$ cat config.mk
export PLATFORM = sky130hd
export DESIGN_NAME = ma_pipe
export DESIGN_NICKNAME = d
export VERILOG_FILES = /design/src/rtl/ma_pkg.sv /design/src/rtl/ma_lane.sv /design/src/rtl/ma_pipe.sv
export SDC_FILE = /design/constraint.sdc
export NUM_CORES = 1
export LEC_CHECK = 0
export ABC_AREA = 1
export BUFFER_PORTS_ARGS = -buffer_cell sky130_fd_sc_hd__buf_2
export CAP_MARGIN = 0
export CELL_PAD_IN_SITES_DETAIL_PLACEMENT = 0
export CELL_PAD_IN_SITES_GLOBAL_PLACEMENT = 2
export CORE_AREA = 2 2 174 176
export CTS_BUF_LIST = sky130_fd_sc_hd__clkbuf_16
export CTS_CLUSTER_DIAMETER = 50
export DETAILED_ROUTE_END_ITERATION = 12
export DIE_AREA = 0 0 176 178
export PLACE_DENSITY_LB_ADDON = 0.2
export SLEW_MARGIN = 30
export SYNTH_ARGS = -nofsm -noshare
export SYNTH_HDL_FRONTEND = slang
export SYNTH_SLANG_ARGS = --single-unit
$ cat constraint.sdc
create_clock -name clk -period 6.7 [get_ports clk]
set_input_delay 1.34 -clock clk [delete_from_list [all_inputs] [get_ports clk]]
set_output_delay 1.34 -clock clk [all_outputs]
set_load 0.02 [all_outputs]
$ cat src/rtl/ma_pkg.sv
// ma_pkg: shared types and helpers for the approximate-adder pipeline.
//   subtype_e : accurate-region adder style (ripple-carry or carry-lookahead)
//   calc_bw   : width of the border field for a given largest border
//   sat_add   : unsigned add that clamps at the all-ones value of a w-bit field
package ma_pkg;

  typedef enum logic [0:0] {
    SUB_RCA = 1'b0,
    SUB_CLA = 1'b1
  } subtype_e;

  // Border field must be able to hold 0..max_border.
  function automatic int calc_bw(input int max_border);
    return $clog2(max_border + 1);
  endfunction

  // Saturating add for fields up to 63 bits wide; operands arrive zero-extended.
  function automatic logic [63:0] sat_add(input logic [63:0] a,
                                          input logic [63:0] b,
                                          input int unsigned w);
    logic [64:0] sum;
    logic [64:0] lim;
    sum = {1'b0, a} + {1'b0, b};
    lim = (65'd1 << w) - 65'd1;
    if (sum > lim) begin
      return lim[63:0];
    end else begin
      return sum[63:0];
    end
  endfunction

endpackage

$ cat src/rtl/ma_lane.sv
// ma_lane: one lane of the approximate adder (purely combinational).
//   border : runtime width of the approximate (low) region, 0 = exact
//   a, b   : operands
//   approx : approximate sum (BITWIDTH+1 bits)
//   err    : |approx - exact|
// Low region: bit border-1 is forced to 0, bits below it to 1, no carry out.
// High region: a true add of the upper operand bits with carry-in 0.
module ma_lane
  import ma_pkg::*;
#(
  parameter int BITWIDTH = 8,
  parameter int BW       = 3,
  parameter int SUBTYPE  = 1
) (
  input  logic [BW-1:0]       border,
  input  logic [BITWIDTH-1:0] a,
  input  logic [BITWIDTH-1:0] b,
  output logic [BITWIDTH:0]   approx,
  output logic [BITWIDTH:0]   err
);

  logic [BITWIDTH-1:0] mask_s;
  logic [BITWIDTH-1:0] a_hi_s;
  logic [BITWIDTH-1:0] b_hi_s;
  logic [BITWIDTH:0]   low_s;
  logic [BITWIDTH:0]   hi_sum_s;
  logic [BITWIDTH:0]   exact_s;

  // Region masks: mask marks the approximate bits, low_s the forced-one fill.
  always_comb begin
    mask_s = '0;
    low_s  = '0;
    for (int i = 0; i < BITWIDTH; i++) begin
      if (i < int'(border)) begin
        mask_s[i] = 1'b1;
      end else begin
        mask_s[i] = 1'b0;
      end
      if ((i + 1) < int'(border)) begin
        low_s[i] = 1'b1;
      end else begin
        low_s[i] = 1'b0;
      end
    end
    // Zeroing the low bits means the high add sees no carry from below.
    a_hi_s = a & ~mask_s;
    b_hi_s = b & ~mask_s;
  end

  if (SUBTYPE == int'(SUB_RCA)) begin : g_rca
    logic [BITWIDTH:0] c_s;

    // Ripple-carry adder over the high region.
    always_comb begin
      c_s      = '0;
      hi_sum_s = '0;
      for (int i = 0; i < BITWIDTH; i++) begin
        hi_sum_s[i] = a_hi_s[i] ^ b_hi_s[i] ^ c_s[i];
        c_s[i+1]    = (a_hi_s[i] & b_hi_s[i]) | ((a_hi_s[i] ^ b_hi_s[i]) & c_s[i]);
      end
      hi_sum_s[BITWIDTH] = c_s[BITWIDTH];
    end
  end else begin : g_cla
    logic [BITWIDTH-1:0] g_s;
    logic [BITWIDTH-1:0] p_s;
    logic [BITWIDTH:0]   c_s;
    logic                term_s;

    // Flat carry-lookahead: c[i] = OR_j ( g[j] & p[j+1] & ... & p[i-1] ).
    always_comb begin
      g_s      = a_hi_s & b_hi_s;
      p_s      = a_hi_s ^ b_hi_s;
      c_s      = '0;
      term_s   = 1'b0;
      hi_sum_s = '0;
      for (int i = 1; i <= BITWIDTH; i++) begin
        for (int j = 0; j < i; j++) begin
          term_s = g_s[j];
          for (int k = j + 1; k < i; k++) begin
            term_s = term_s & p_s[k];
          end
          c_s[i] = c_s[i] | term_s;
        end
      end
      for (int i = 0; i < BITWIDTH; i++) begin
        hi_sum_s[i] = p_s[i] ^ c_s[i];
      end
      hi_sum_s[BITWIDTH] = c_s[BITWIDTH];
    end
  end

  // Merge regions, form the exact sum and the absolute error.
  always_comb begin
    approx  = hi_sum_s | low_s;
    exact_s = {1'b0, a} + {1'b0, b};
    if (approx >= exact_s) begin
      err = approx - exact_s;
    end else begin
      err = exact_s - approx;
    end
  end

endmodule

$ cat src/rtl/ma_pipe.sv
// ma_pipe: two-stage, multi-lane approximate adder with error statistics.
//   clk, rst                     : clock, synchronous active-high reset
//   in_valid/in_ready/in_a/in_b  : operand beats, LANES lanes packed per beat
//   out_valid/out_ready/out_sum  : result beats, BITWIDTH+1 bits per lane
//   cfg_valid/cfg_ready/cfg_border/cfg_err : border update (only when drained)
//   border_q                     : active border
//   stat_clr/err_acc/smp_cnt     : saturating error sum and lane-result count
// Stage 1 holds operands plus the border they were accepted with; stage 2
// holds the results and per-lane error, so a beat never mixes borders.
module ma_pipe
  import ma_pkg::*;
#(
  parameter  int BITWIDTH       = 8,
  parameter  int LANES          = 2,
  parameter  int MAX_BORDER     = 4,
  parameter  int DEFAULT_BORDER = 2,
  parameter  int SUBTYPE        = 1,
  parameter  int ACC_W          = 32,
  localparam int BW             = calc_bw(MAX_BORDER)
) (
  input  logic                          clk,
  input  logic                          rst,
  input  logic                          in_valid,
  output logic                          in_ready,
  input  logic [LANES*BITWIDTH-1:0]     in_a,
  input  logic [LANES*BITWIDTH-1:0]     in_b,
  output logic                          out_valid,
  input  logic                          out_ready,
  output logic [LANES*(BITWIDTH+1)-1:0] out_sum,
  input  logic                          cfg_valid,
  input  logic [BW-1:0]                 cfg_border,
  output logic                          cfg_ready,
  output logic                          cfg_err,
  output logic [BW-1:0]                 border_q,
  input  logic                          stat_clr,
  output logic [ACC_W-1:0]              err_acc,
  output logic [ACC_W-1:0]              smp_cnt
);

  localparam int SW     = BITWIDTH + 1;
  localparam int ESUM_W = SW + $clog2(LANES) + 1;

  logic                      s1_valid_q, s1_valid_d;
  logic [LANES*BITWIDTH-1:0] s1_a_q, s1_a_d;
  logic [LANES*BITWIDTH-1:0] s1_b_q, s1_b_d;
  logic [BW-1:0]             s1_border_q, s1_border_d;
  logic                      s2_valid_q, s2_valid_d;
  logic [LANES*SW-1:0]       out_sum_q, out_sum_d;
  logic [LANES*SW-1:0]       s2_err_q, s2_err_d;
  logic [BW-1:0]             border_d;
  logic                      cfg_err_q, cfg_err_d;
  logic [ACC_W-1:0]          err_acc_q, err_acc_d;
  logic [ACC_W-1:0]          smp_cnt_q, smp_cnt_d;

  logic                      s1_advance_s, s2_advance_s;
  logic                      in_ready_s, in_fire_s;
  logic                      cfg_ready_s, cfg_fire_s;
  logic                      out_valid_s, out_fire_s;
  logic [LANES*SW-1:0]       approx_s;
  logic [LANES*SW-1:0]       err_lane_s;
  logic [ESUM_W-1:0]         err_sum_s;

  for (genvar i = 0; i < LANES; i++) begin : g_lane
    ma_lane #(
      .BITWIDTH (BITWIDTH),
      .BW       (BW),
      .SUBTYPE  (SUBTYPE)
    ) u_lane (
      .border (s1_border_q),
      .a      (s1_a_q[i*BITWIDTH +: BITWIDTH]),
      .b      (s1_b_q[i*BITWIDTH +: BITWIDTH]),
      .approx (approx_s[i*SW +: SW]),
      .err    (err_lane_s[i*SW +: SW])
    );
  end

  // Handshake decode; a config request takes the cycle away from operands.
  always_comb begin
    s2_advance_s = !s2_valid_q || out_ready;
    s1_advance_s = s1_valid_q && s2_advance_s;
    cfg_ready_s  = !s1_valid_q && !s2_valid_q;
    cfg_fire_s   = cfg_valid && cfg_ready_s;
    if (cfg_fire_s) begin
      in_ready_s = 1'b0;
    end else begin
      in_ready_s = !s1_valid_q || s2_advance_s;
    end
    in_fire_s   = in_valid && in_ready_s;
    // Masked during reset so no result handshake can happen in that cycle.
    out_valid_s = s2_valid_q && !rst;
    out_fire_s  = out_valid_s && out_ready;
  end

  // Next state of both pipeline stages.
  always_comb begin
    s1_valid_d  = s1_valid_q;
    s1_a_d      = s1_a_q;
    s1_b_d      = s1_b_q;
    s1_border_d = s1_border_q;
    s2_valid_d  = s2_valid_q;
    out_sum_d   = out_sum_q;
    s2_err_d    = s2_err_q;
    if (in_fire_s) begin
      s1_valid_d  = 1'b1;
      s1_a_d      = in_a;
      s1_b_d      = in_b;
      s1_border_d = border_q;
    end else if (s1_advance_s) begin
      s1_valid_d = 1'b0;
    end else begin
      s1_valid_d = s1_valid_q;
    end
    if (s1_advance_s) begin
      s2_valid_d = 1'b1;
      out_sum_d  = approx_s;
      s2_err_d   = err_lane_s;
    end else if (out_fire_s) begin
      s2_valid_d = 1'b0;
    end else begin
      s2_valid_d = s2_valid_q;
    end
  end

  // Border update with clamping, and the error statistics.
  always_comb begin
    border_d  = border_q;
    cfg_err_d = 1'b0;
    if (cfg_fire_s) begin
      if (cfg_border > BW'(MAX_BORDER)) begin
        border_d  = BW'(MAX_BORDER);
        cfg_err_d = 1'b1;
      end else begin
        border_d  = cfg_border;
        cfg_err_d = 1'b0;
      end
    end else begin
      border_d  = border_q;
      cfg_err_d = 1'b0;
    end

    err_sum_s = '0;
    for (int i = 0; i < LANES; i++) begin
      err_sum_s = err_sum_s + ESUM_W'(s2_err_q[i*SW +: SW]);
    end

    // Clear has priority; the coincident beat's error is dropped.
    if (stat_clr) begin
      err_acc_d = '0;
      smp_cnt_d = '0;
    end else if (out_fire_s) begin
      err_acc_d = ACC_W'(sat_add(64'(err_acc_q), 64'(err_sum_s), ACC_W));
      smp_cnt_d = ACC_W'(sat_add(64'(smp_cnt_q), 64'(LANES), ACC_W));
    end else begin
      err_acc_d = err_acc_q;
      smp_cnt_d = smp_cnt_q;
    end
  end

  // State registers with synchronous reset.
  always_ff @(posedge clk) begin
    if (rst) begin
      s1_valid_q  <= 1'b0;
      s1_a_q      <= '0;
      s1_b_q      <= '0;
      s1_border_q <= BW'(DEFAULT_BORDER);
      s2_valid_q  <= 1'b0;
      out_sum_q   <= '0;
      s2_err_q    <= '0;
      border_q    <= BW'(DEFAULT_BORDER);
      cfg_err_q   <= 1'b0;
      err_acc_q   <= '0;
      smp_cnt_q   <= '0;
    end else begin
      s1_valid_q  <= s1_valid_d;
      s1_a_q      <= s1_a_d;
      s1_b_q      <= s1_b_d;
      s1_border_q <= s1_border_d;
      s2_valid_q  <= s2_valid_d;
      out_sum_q   <= out_sum_d;
      s2_err_q    <= s2_err_d;
      border_q    <= border_d;
      cfg_err_q   <= cfg_err_d;
      err_acc_q   <= err_acc_d;
      smp_cnt_q   <= smp_cnt_d;
    end
  end

  assign in_ready  = in_ready_s;
  assign cfg_ready = cfg_ready_s;
  assign out_valid = out_valid_s;
  assign out_sum   = out_sum_q;
  assign cfg_err   = cfg_err_q;
  assign err_acc   = err_acc_q;
  assign smp_cnt   = smp_cnt_q;

endmodule
Word-level counts from Yosys, hierarchy flattened
Cells that the tools add are included.
{ "totals": {"regBits": 141, "latch_bits": 0, "ram_bits": 0, "rom_bits": 0, "in_bits": 41, "output_inout_bits": 89, "word_cells": 203, "n_memories": 0} }
{ "classes": {"add_sub_neg": 9, "mul": 0, "n_div": 0, "n_lt_le_gt_ge": 12, "n_eq_ne": 0, "shift": 0, "muxes": 18, "bitwise": 138, "reduce_logical": 15} }
{ "ops": {"columns": ["cell", "count"], "rows": [
  ["$gt A33 B32 Y1 const B", 2],
  ["$mux W32", 2],
  ["$and A1 B1 Y1", 56],
  ["$or A1 B1 Y1", 56],
  ["$and A8 B8 Y8", 6],
  ["$sub A9 B9 Y9", 4],
  ["$add A32 B10 Y33", 1],
  ["$add A32 B2 Y33 const B", 1],
  ["$add A8 B8 Y9", 2],
  ["$ge A9 B9 Y1", 2],
  ["$mux W9", 2],
  ["$or A9 B6 Y9", 2],
  ["$xor A8 B8 Y8", 2],
  ["$xor A1 B1 Y1", 14],
  ["$mux W1", 13],
  ["$add A9 B9 Y10", 1],
  ["$lt A3 B3 Y1 const A", 3],
  ["$not A7 Y8", 1],
  ["$logic_and A1 B1 Y1", 6],
  ["$lt A1 B3 Y1 const A", 2],
  ["$lt A2 B3 Y1 const A", 2],
  ["$reduce_bool A2 Y1", 2],
  ["$reduce_or A2 Y1", 2],
  ["$gt A3 B3 Y1 const B", 1],
  ["4 further kinds", 7]
]} }

Logic depth before layout (Yosys ltp)
{ "depth": {"depth_word": 22, "ltp_mapped": 29, "depth_no_buf": 27} }

By module
A second synthesis with hierarchy kept.
{ "unflattened": {"cells_unflattened": 1665, "hier_area_um2": 10821.6} }
{ "by_module_without_submodules": {"columns": ["mod", "instances", "cells_per_inst", "area_per_inst_um2"], "rows": [
  ["ma_pipe", 1, 1057, 7215.7],
  ["ma_lane", 2, 304, 1803.0]
]} }

Worst setup path before layout
No wires, ideal clock.
{ "synth_timing": {"path_kind": "flip-flop to flip-flop", "start": "register s1_border_q[2]", "end": "register s2_err_q[11]", "setup_ns": 0.115, "arrival_ns": 3.726, "required_time_ns": 6.585, "path_slack_ns": 2.859, "path_stages_with_launch": 29, "n_path_buf": 3, "path_cell_list": "dfxtp_1 clkbuf_1 nor2_1 inv_1 nor2_1 ha_1 ha_1 nand2_1 nand3b_1 nand2_1 nand2_1 nand2_1 nand2_1 inv_1 o21bai_1 a21o_1 xor2_1 inv_1 ha_1 clkbuf_1 nand2_1 inv_1 a221oi_1 nand3_1 clkbuf_1 nand2_1 o21ai_0 o21ai_0 inv_1"} }
{ "synth_between": {"word_cells_on_any_way": 87, "classes_between": "add/sub: 2; order compare: 8; mux: 8; bitwise: 69"} }
{ "synth_rtl": {"columns": ["element", "line_no", "rtl"], "rows": [
  ["start: declaration", "ma_pipe.sv:46", "logic [BW-1:0] s1_border_q, s1_border_d;"],
  ["start signal: assignment", "ma_pipe.sv:165", "s1_border_q <= BW'(DEFAULT_BORDER);"],
  ["start signal: assignment", "ma_pipe.sv:177", "s1_border_q <= s1_border_d;"],
  ["$lt A1 B3 Y1", "ma_lane.sv:34", "if (i < int'(border)) begin"],
  ["$mux W1", "ma_lane.sv:34", null],
  ["$not A7 Y8 *", "ma_lane.sv:46, ma_lane.sv:47", null],
  ["$and A8 B8 Y8 (on tied branches)", "ma_lane.sv:46, ma_lane.sv:47", null],
  ["$and A8 B8 Y8 / $xor A8 B8 Y8 (equally long branches)", "ma_lane.sv:71, ma_lane.sv:72", null],
  ["$and A1 B1 Y1 (6 in series)", "ma_lane.sv:80", "term_s = term_s & p_s[k];"],
  ["$or A1 B1 Y1 (5 in series)", "ma_lane.sv:82", "c_s[i] = c_s[i] | term_s;"],
  ["$or A1 B1 Y1 *", "ma_lane.sv:82", null],
  ["$xor A1 B1 Y1 *", "ma_lane.sv:86", "hi_sum_s[i] = p_s[i] ^ c_s[i];"],
  ["$or A9 B6 Y9 *", "ma_lane.sv:94", "approx = hi_sum_s | low_s;"],
  ["named net approx_s[16]", "ma_pipe.sv:59", "logic [LANES*SW-1:0] approx_s;"],
  ["$ge A9 B9 Y1 *", "ma_lane.sv:96", "if (approx >= exact_s) begin"],
  ["$mux W9 *", "ma_lane.sv:96", null],
  ["end signal: assignment", "ma_pipe.sv:180", "s2_err_q <= s2_err_d;"],
  ["end: declaration", "ma_pipe.sv:49", "logic [LANES*SW-1:0] s2_err_q, s2_err_d;"]
]} }
The timed path passes the listed nets; every way through them passes the cells marked *.
A chain may end at the register's enable or synchronous reset.

Final worst setup path
{ "layout_timing": {"start": "register s1_border_q[2]", "end": "register s2_err_q[15]"} }
The elaborated chain is that of the path after synthesis.

==> flow_summary.ini <==
[clocking]
htree_levels = 4
cts_root_buf = clkbuf_16
cts_resized = 0
clock-sinks = 141
numCtsBuffers = 17
postCtsHoldBufs = 0
cts_buffer_depth = 2
post_cts_buffers = 0
clk_pin_slew_ns = 0.07
clk-insertion-delay-late_ns = 0.43
cts_tree = yes

[timing]
period_needed_ns = 4.57
fin_skew_ns = 0.0138
hold_viol = 0
fmax_ghz = 0.219
slew_headroom = 0.382
post-route-period-util = 0.682
setup_tns_ns = 0
tightestPinTransition_ns = 0.917
rsz0062_at_grt = false
fin_ws_ns = 2.13
maxSlewViolCount = 0
setup_viol = 0
hold_ws_ns = 0.472

[floorplanning]
ios = 130
row_count = 63
die_area_um2 = 31300
coreArea_um2 = 29400
die_h_um = 178
fp.dieW_um = 176
start_util = 0.355

[global_routing]
grt_overflow = 0
grt_max_degree = 84
grt_use_total = 0.198
grt_first_pass_wirelength_mm = 49.4
antenna_found_initial = 0
grt_pass1_vias = 9338

[routing]
postRouteWirelength_mm = 30.1
drt_pass1_iterations = 5
drt-initial-drc-count = 500
final_antenna_net_count = 0
vias_per_cell = 4.80
wire_per_inst_um = 14.9
remaining_drc_errors = 0
routed-via-count = 9732

[worst_setup_path]
crit_path_top_delay_cell = o21ai_0
rr_endpoint = s2_err_q[15]
required_ns = 7.07
cp_common_cell = inv_1
critPathMaxFanout = 11
end_kind = flop
startpoint = s1_border_q[2]
r2r_slack_ns = 2.13
cp-endpoint = s2_err_q[15]
reg2reg_from = s1_border_q[2]
cpPeakStageDelay_ns = 0.74
r2r_cells = 21
critPathArrivalTime_ns = 4.94
criticalPathCategory = flop to flop
crit_path_cell_trace = inv_1 > o21ai_0 > nor2_1 > ha_1 > nand2_1 > nand2_1 > inv_1 > o21bai_1 > a21o_1 > xor2_1 > inv_1 > ha_1 > nand2_1 > nor2_1 > a221oi_1 > nand3_1 > inv_1 > nand2_1 > nand3_1 > o211ai_1 > inv_1
start_kind = flop

[logic_synthesis]
synth_area_per_cell_um2 = 6.82
syn_area_um2 = 10400
ys_ff_latch = 141
ys_seq_area_frac = 0.270
synthDistinctLibCells = 43
syn-instance-count = 1530
yosys_warnings = 0
syn-num-nets = 1666

[power]
p_per_area_nw_per_um2 = 232
switching_power_w = 0.000988
power.share.sequential = 0.330
p_int_w = 0.00179
p_total_w = 0.00277
swShare = 0.356
p_comb_frac = 0.313
peakVddDrop_mv = 0.164
p_clk_frac = 0.356
leakage_nw = 5.73

[worst_hold_path]
hp-class = flop to flop

[cells_and_area]
multiInputGateArea_um2 = 6390
seq_area_um2 = 2820
fin_cells = 2026
area_growth_syn_to_layout_pct = 14.4
nets = 1759
diodes = 0
drive_gt1_frac = 0.142
fillCellCount = 3149

[run]
max_cap_viol_count = 0

[placed_design]
place.detailed.hpwl_mm = 23.1
gp_congestion = 0.796
place_ws_ns = 2.11
portBuffers = 129
dp.cells = 1994

[run_status]
status = completed
worst min-delay path by stage:
stage                    start    endpoint  slack [ns]  cells past startpoint
floorplan            s1_a_q[0]   s1_a_q[0]        0.45                      2
global placement    s1_a_q[15]  s1_a_q[15]        0.46                      2
detailed placement  s1_a_q[15]  s1_a_q[15]        0.46                      2
CTS                 s1_a_q[15]  s1_a_q[15]        0.47                      2
global route         s1_a_q[7]   s1_a_q[7]        0.50                      2
finish              s1_a_q[15]  s1_a_q[15]        0.47                      2
routing by layer:
layer | global-route usage | vias up | routed length (um)
met5 | 0 | - | 0
met4 | 0.0399 | 0 | 290
met3 | 0.0298 | 18 | 1070
met2 | 0.339 | 185 | 14200
met1 | 0.264 | 4402 | 14500
li1 | - | 5127 | -
worst max-delay path, delay by kind of cell, from the launching register on:
kind | cells | cell delay, ns
buf+inv | 5 | 0.56
compound gates | 5 | 1.51
xor+xnor | 1 | 0.24
simple gates | 8 | 0.91
fa+ha+maj | 2 | 0.72
flops | 1 | 0.54
flip-flops by register name, summed over array words and instances, names as in the netlist:
| register | count |
|---|---|
| border_q | 3 |
| s2_valid_q | 1 |
| s1_a_q | 16 |
| s2_err_q | 18 |
| err_acc | 32 |
| s1_b_q | 16 |
| cfg_err | 1 |
| s1_valid_q | 1 |
| s1_border_q | 3 |
| out_sum | 18 |
| smp_cnt | 32 |
stage by stage:
stage,cell area [um2],util
2_1_floorplan,10400,-
6_report,11900,0.406
3_3_place_gp,11300,0.386
3_5_place_dp,11300,0.386
5_1_grt,11900,0.406
4_1_cts,11900,0.406
area by class of cell:
cell class                 instances  area share
multi-input combinational       1075       0.535
sequential                       141       0.236
inverter                         252      0.0792
timing repair buffer             136      0.0585
tap                              390      0.0409
clock buffer                      17      0.0356
clock inverter                    15      0.0144
synth_stat cells (all sizes together):
| master | number | area share |
|---|---|---|
| a211oi | 2 | 0.0014 |
| a21boi | 1 | 0.00072 |
| a21o | 8 | 0.0058 |
| a21oi | 132 | 0.063 |
| a221o | 1 | 0.00096 |
| a221oi | 2 | 0.0017 |
| a31oi | 11 | 0.0066 |
| a41oi | 9 | 0.0076 |
| and2 | 2 | 0.0012 |
| and3 | 1 | 0.00060 |
| buf | 5 | 0.0067 |
| clkbuf | 57 | 0.021 |
| clkinv | 2 | 0.00072 |
| dfxtp | 141 | 0.27 |
| fa | 18 | 0.035 |
| ha | 77 | 0.092 |
| inv | 250 | 0.090 |
| nand2 | 304 | 0.11 |
| nand3 | 83 | 0.041 |
| nand3b | 1 | 0.00072 |
| nand4 | 15 | 0.0090 |
| nor2 | 135 | 0.053 |
| nor3 | 24 | 0.012 |
| nor3b | 1 | 0.00072 |
| nor4 | 1 | 0.00060 |
| o211ai | 26 | 0.019 |
| o21ai | 126 | 0.070 |
| o21bai | 12 | 0.010 |
| o221ai | 6 | 0.0050 |
| or2 | 10 | 0.0060 |
| xnor2 | 14 | 0.012 |
| xor2 | 53 | 0.044 |
logic make-up after synthesis:
kind of cell / Yosys count / share of synthesized area
AOI/OAI and AO/OA: 336 / 0.192
adders and majority gates: 95 / 0.127
and+or+nand+nor: 577 / 0.237
buffers and inverters: 314 / 0.118
xor gates and xnor gates: 67 / 0.0562
DFF: 141 / 0.270
cell usage in the layout, fill, tap and decap left out, types with 5 or more instances in the layout:
| master | n |
|---|---|
| nand3_1 | 81 |
| fa_1 | 18 |
| inv_1 | 248 |
| ha_1 | 77 |
| o221ai_1 | 6 |
| o21ai_2 | 27 |
| clkbuf_16 | 17 |
| nand2_2 | 5 |
| a21o_1 | 8 |
| dfxtp_1 | 141 |
| a31oi_1 | 11 |
| buf_2 | 129 |
| xnor2_1 | 14 |
| o211ai_1 | 26 |
| a41oi_1 | 9 |
| nor2_1 | 124 |
| a21oi_1 | 132 |
| o21ai_0 | 95 |
| nor3_1 | 23 |
| xor2_1 | 53 |
| or2_2 | 10 |
| nand4_1 | 15 |
| nor2_4 | 5 |
| buf_4 | 7 |
| nand2_1 | 297 |
| o21bai_1 | 8 |
| nor2_2 | 6 |
power by group through the flow:
stage                     Clock [W]  Sequential (W)  Combinational, W
after floorplan                   0        0.000938          0.000657
after global placement            0        0.000935          0.000880
after detailed placement          0        0.000935          0.000875
after CTS                   0.00102        0.000917          0.000879
after global routing        0.00105        0.000921          0.000992
final                      0.000988        0.000916          0.000870
Note: power is estimated with default switching activity, not from simulation.
